===== src/rtl/fifo_rd_pkg.sv =====
// Shared types and sizing helpers for the FIFO read-side stream adapter.
// The optional counters in fifo_rd_stream are enabled by FIFO_RD_STREAM_STATS_EN.
package fifo_rd_pkg;

  // Largest buffer depth cnt_t can count up to (0..MAX_BUF_DEPTH inclusive).
  localparam int MAX_BUF_DEPTH = 256;
  localparam int CNT_W         = $clog2(MAX_BUF_DEPTH + 1);
  localparam int STATS_W       = 32;

  typedef logic [CNT_W-1:0]   cnt_t;
  typedef logic [STATS_W-1:0] stats_t;

  function automatic int ptr_w(input int depth);
    return (depth > 1) ? $clog2(depth) : 1;
  endfunction

endpackage


===== src/rtl/rd_prefetch_buf.sv =====
// Circular prefetch buffer: captures FIFO read data at the tail, presents the
// oldest word at the head from a register.
module rd_prefetch_buf
  import fifo_rd_pkg::*;
#(
  parameter int WIDTH     = 32,
  parameter int BUF_DEPTH = 2
) (
  input  logic             clk_i,
  input  logic             rst_ni,
  input  logic             push_i,
  input  logic [WIDTH-1:0] push_data_i,
  input  logic             pop_i,
  output cnt_t             count_o,
  output logic [WIDTH-1:0] head_data_o
);

  localparam int PTR_W = ptr_w(BUF_DEPTH);
  typedef logic [PTR_W-1:0] ptr_t;
  localparam ptr_t LAST_PTR = ptr_t'(BUF_DEPTH - 1);

  ptr_t             head_q, head_d;
  ptr_t             tail_q, tail_d;
  cnt_t             count_q, count_d;
  logic [WIDTH-1:0] mem_q [BUF_DEPTH];

  always_comb begin
    head_d  = head_q;
    tail_d  = tail_q;
    count_d = count_q;
    if (push_i) begin
      tail_d = (tail_q == LAST_PTR) ? '0 : tail_q + ptr_t'(1);
    end
    if (pop_i) begin
      head_d = (head_q == LAST_PTR) ? '0 : head_q + ptr_t'(1);
    end
    unique case ({push_i, pop_i})
      2'b10:   count_d = count_q + cnt_t'(1);
      2'b01:   count_d = count_q - cnt_t'(1);
      default: count_d = count_q;
    endcase
  end

  always_ff @(posedge clk_i or negedge rst_ni) begin
    if (!rst_ni) begin
      head_q  <= '0;
      tail_q  <= '0;
      count_q <= '0;
    end else begin
      head_q  <= head_d;
      tail_q  <= tail_d;
      count_q <= count_d;
    end
  end

  // Storage is cleared on reset so the idle head reads as zero.
  always_ff @(posedge clk_i or negedge rst_ni) begin
    if (!rst_ni) begin
      for (int i = 0; i < BUF_DEPTH; i++) begin
        mem_q[i] <= '0;
      end
    end else if (push_i) begin
      mem_q[tail_q] <= push_data_i;
    end
  end

  assign count_o     = count_q;
  assign head_data_o = mem_q[head_q];

endmodule


===== src/rtl/fifo_rd_stream.sv =====
// Drains a registered-read FIFO into a valid/ready stream, hiding the read latency.
// Define FIFO_RD_STREAM_STATS_EN to add the xfer_cnt/stall_cnt outputs.
module fifo_rd_stream
  import fifo_rd_pkg::*;
#(
  parameter int WIDTH     = 32,
  parameter int BUF_DEPTH = 2
) (
  input  logic               clk,
  input  logic               rst,
  output logic               rd_en,
  input  logic [WIDTH-1:0]   rdata,
  input  logic               empty_flag,
  output logic [WIDTH-1:0]   out_data,
  output logic               out_valid,
  input  logic               out_ready
`ifdef FIFO_RD_STREAM_STATS_EN
  ,
  output logic [STATS_W-1:0] xfer_cnt,
  output logic [STATS_W-1:0] stall_cnt
`endif
);

  cnt_t count;
  cnt_t occupancy;
  logic pop;
  logic inflight_q, inflight_d;

  assign pop       = out_valid && out_ready;
  assign occupancy = count + cnt_t'(inflight_q);

  // Credit (BUF_DEPTH - occupancy + pop) is positive exactly when there is a
  // free slot now, or a full buffer is being popped this cycle.
  assign rd_en      = rst && !empty_flag && ((occupancy < cnt_t'(BUF_DEPTH)) || pop);
  assign inflight_d = rd_en;

  always_ff @(posedge clk or negedge rst) begin
    if (!rst) begin
      inflight_q <= 1'b0;
    end else begin
      inflight_q <= inflight_d;
    end
  end

  rd_prefetch_buf #(
    .WIDTH    (WIDTH),
    .BUF_DEPTH(BUF_DEPTH)
  ) u_buf (
    .clk_i      (clk),
    .rst_ni     (rst),
    .push_i     (inflight_q),
    .push_data_i(rdata),
    .pop_i      (pop),
    .count_o    (count),
    .head_data_o(out_data)
  );

  assign out_valid = (count != '0);

  always @(posedge clk) begin
    if (rst) begin
      assert (occupancy <= cnt_t'(BUF_DEPTH));
    end
  end

`ifdef FIFO_RD_STREAM_STATS_EN
  stats_t xfer_cnt_q, xfer_cnt_d;
  stats_t stall_cnt_q, stall_cnt_d;

  // Transfers wrap; stalls saturate so a long-blocked consumer stays visible.
  always_comb begin
    xfer_cnt_d  = xfer_cnt_q;
    stall_cnt_d = stall_cnt_q;
    if (pop) begin
      xfer_cnt_d = xfer_cnt_q + stats_t'(1);
    end
    if (out_valid && !out_ready && (stall_cnt_q != '1)) begin
      stall_cnt_d = stall_cnt_q + stats_t'(1);
    end
  end

  always_ff @(posedge clk or negedge rst) begin
    if (!rst) begin
      xfer_cnt_q  <= '0;
      stall_cnt_q <= '0;
    end else begin
      xfer_cnt_q  <= xfer_cnt_d;
      stall_cnt_q <= stall_cnt_d;
    end
  end

  assign xfer_cnt  = xfer_cnt_q;
  assign stall_cnt = stall_cnt_q;
`endif

endmodule


===== config.mk =====
export PLATFORM = sky130hd
export DESIGN_NAME = fifo_rd_stream
export DESIGN_NICKNAME = d
export VERILOG_FILES = /design/src/rtl/fifo_rd_pkg.sv /design/src/rtl/rd_prefetch_buf.sv /design/src/rtl/fifo_rd_stream.sv
export SDC_FILE = /design/constraint.sdc
export NUM_CORES = 1
export LEC_CHECK = 0
export ABC_AREA = 1
export BUFFER_PORTS_ARGS = -buffer_cell sky130_fd_sc_hd__buf_2
export CAP_MARGIN = 20
export CORE_UTILIZATION = 60
export DETAILED_ROUTE_END_ITERATION = 10
export PLACE_DENSITY = 0.86
export SLEW_MARGIN = 20
export SYNTH_ARGS = -nofsm -noshare
export SYNTH_HDL_FRONTEND = slang
export SYNTH_SLANG_ARGS = --single-unit

===== constraint.sdc =====
create_clock -name clk -period 5.38 [get_ports clk]
set_clock_uncertainty 0.2 [all_clocks]
set_input_delay 0.538 -clock clk [delete_from_list [all_inputs] [get_ports clk]]
set_output_delay 0.538 -clock clk [all_outputs]
set_load 0.01 [all_outputs]

==> flow_summary.ini <==
[clocking]
cts_root_buffer = clkbuf_8
clk_latency_ns = 0.34
clk_pin_slew_ns = 0.08
cts_setup_buffers = 0
htreeDepth = 3
cts_resized = 0
cts_tree = yes
cts.sinks = 76
hold_buffers = 0
numCtsBuffers = 9
cts_buffer_depth = 2

[setup_path]
crit_path_start_kind = flip-flop
cp_common_cell = nand2_1
critPathKind = reg2out
cpPeakStageDelay_ns = 1.14
crit_fanout = 33
r2r_slack_ns = 2.39
reg2regPathDepth = 2
reg2reg_to = u_buf.head_q$_DFFE_PN0N_
cp-end-kind = output port
crit_arrival_ns = 3.07
critPathSlowestCell = clkinv_1
worstPathRequired_ns = 4.64
crit_chain = clkinv_1 -> nand2_1 -> nand2_1 -> buf_2
critPathLaunch = u_buf.head_q$_DFFE_PN0N_
rr_startpoint = u_buf.head_q$_DFFE_PN0N_

[timing]
setup_tns_ns = 0
worstMarginPinSlew_ns = 1.08
max_freq_mhz = 263
holdWs_ns = 0.122
post-route-period-util = 0.707
slew_viol_final = 0
maxSlewHeadroom = 0.280
hold_viol = 0
setup_viol = 0
fin_crit_ns = 3.80
rsz0062_at_grt = false

[yosys]
yosysMostFrequentCell = nand2_1
synthTopCellsByArea = dfrtp_1 50%, nand2_1 21%, inv_1 5.6%
synth-edff-count = 0
yosys_register_bits = 76
syn_nets = 535
synth-seq-area-share = 0.498
syn-instance-count = 489
yosys_most_used_dff = dfrtp_1
synth_top_area_share = 0.498
syn_area_per_cell_um2 = 7.82
yosysUniqueCellTypes = 23
syn_area_um2 = 3820
synthTopCellsByCount = 213 x nand2_1, 76 x dfrtp_1, 57 x inv_1, 34 x o21ai_0, 23 x o21ai_2
yosysTopAreaCell = dfrtp_1
synthArstFlopShare = 1.00
yosysWarnings = 0

[pwr]
pwr-share-seq = 0.419
p_sw_frac = 0.406
powerDensity_nw_per_um2 = 575
p_int_uw = 1480
ir_drop_mv = 0.276
switchingPower_uw = 1010
pwr-share-clk = 0.173
p_leak_uw = 0.00250
combPwrFrac = 0.408

[final_layout]
final_nets = 595
synthToLayoutAreaGrowth_pct = 13.6
drive_above_1_share = 0.202
fin_util = 0.721
fin_cells = 629
diodes = 0
num-fill-cells = 472

[route]
post_drt_wl_per_cell_um = 12.1
drt-pass1-iter-count = 4
avgViaCountPerCell = 5.04
ant_nets = 0
routed_wl_um = 7630
vias = 3172
drtIter0Drc = 148
drc = 0

[global_route]
grt-ovfl-total = 0
grt_max_degree = 78
grt_pass1_wl_um = 12600
grt_usage = 0.250
grt_pass1_vias = 2884
antenna_found_initial = 0

[floorplanning]
die_h_um = 81.8
core_area_um2 = 6030
ioPinCount = 70
row_count = 28
dieArea_um2 = 6690
die_x_um = 81.8
start_util = 0.634

[placement]
post-place-cells = 613
dp_hpwl_um = 5030
portBuffers = 69
gp_congestion = 0.859

[run_status]
status = finished clean

[worst_hold_path]
hold_class = in2async

[run]
max_cap_viol_count = 0
## layer usage
| metal | track usage | vias up | share of wire |
|---|---|---|---|
| li1 | - | 1622 | - |
| met1 | 0.310 | 1453 | 0.45 |
| met2 | 0.421 | 86 | 0.49 |
| met3 | 0.0522 | 11 | 0.046 |
| met4 | 0.112 | 0 | 0.018 |
| met5 | 0 | - | 0 |
## how the worst max path moves through the flow
stage / to / slack, ns / cells after the start
after global placement: out_data[2] / 2.01 / 4
after global routing: out_data[1] / 1.30 / 4
final: out_data[9] / 1.58 / 4
after detailed placement: out_data[2] / 1.94 / 4
after CTS: out_data[9] / 1.53 / 4
after floorplan: u_buf.count_o[3]$_DFFE_PN0P_ / 2.98 / 11
## power by group through the flow
| stage | combinational (µW) | sequential, µW | clock, µW |
|---|---|---|---|
| finish | 1020 | 1050 | 433 |
| global route | 1180 | 1080 | 467 |
| CTS | 1030 | 1040 | 442 |
| detailed placement | 1020 | 1050 | 0 |
| global placement | 976 | 1040 | 0 |
| floorplan | 769 | 966 | 0 |
## layout by cell type, fill, tap and decap left out, drive strengths merged
cell    instances
inv            58
xnor2           2
bufinv          1
o21ai          68
xor2            1
a21oi           3
nand2         213
or2             4
and2            1
nand3          15
o22ai           1
clkinv          4
buf            70
nand3b          1
fa              1
nor2           14
dfrtp          76
clkbuf         12
ha              9
## cell type report
type / instances / area [µm²] / area share
sequential: 76 / 1900 / 0.438
multi-input combinational: 333 / 1580 / 0.363
timing repair buffer: 70 / 355 / 0.0818
inverter: 59 / 221 / 0.0510
clock buffer: 12 / 145 / 0.0334
tap: 75 / 93.8 / 0.0216
clock inverter: 4 / 48.8 / 0.0112
## stage by stage
stage / instance area, µm² / total power (µW) / setup slack [ns]
3_5_place_dp: 4150 / 2070 / 1.94
4_1_cts: 4340 / 2510 / 1.53
5_1_grt: 4340 / 2730 / 1.30
2_1_floorplan: 3820 / 1740 / 2.98
3_3_place_gp: 4150 / 2010 / 2.01
6_report: 4340 / 2500 / 1.58
## cells by family after synthesis
group | synth area share
DFF | 0.498
adders and majority gates | 0.0347
xor gates and xnor gates | 0.00688
and+or+nand+nor | 0.253
AOI/OAI and AO/OA | 0.117
buffers and inverters | 0.0910
## state kept, by name (all words and copies together), names as in the netlist
signal / cells
u_buf.tail_q: 1
u_buf.mem_q: 64
inflight_q: 1
u_buf.head_q: 1
u_buf.count_o: 9
## worst max-delay path, delay by kind of cell (launching register included)
family,cells,cell delay [ns]
buf+inv,2,1.28
flops,1,1.06
simple gates,2,0.36
Note: power is estimated with default switching activity, not from simulation.
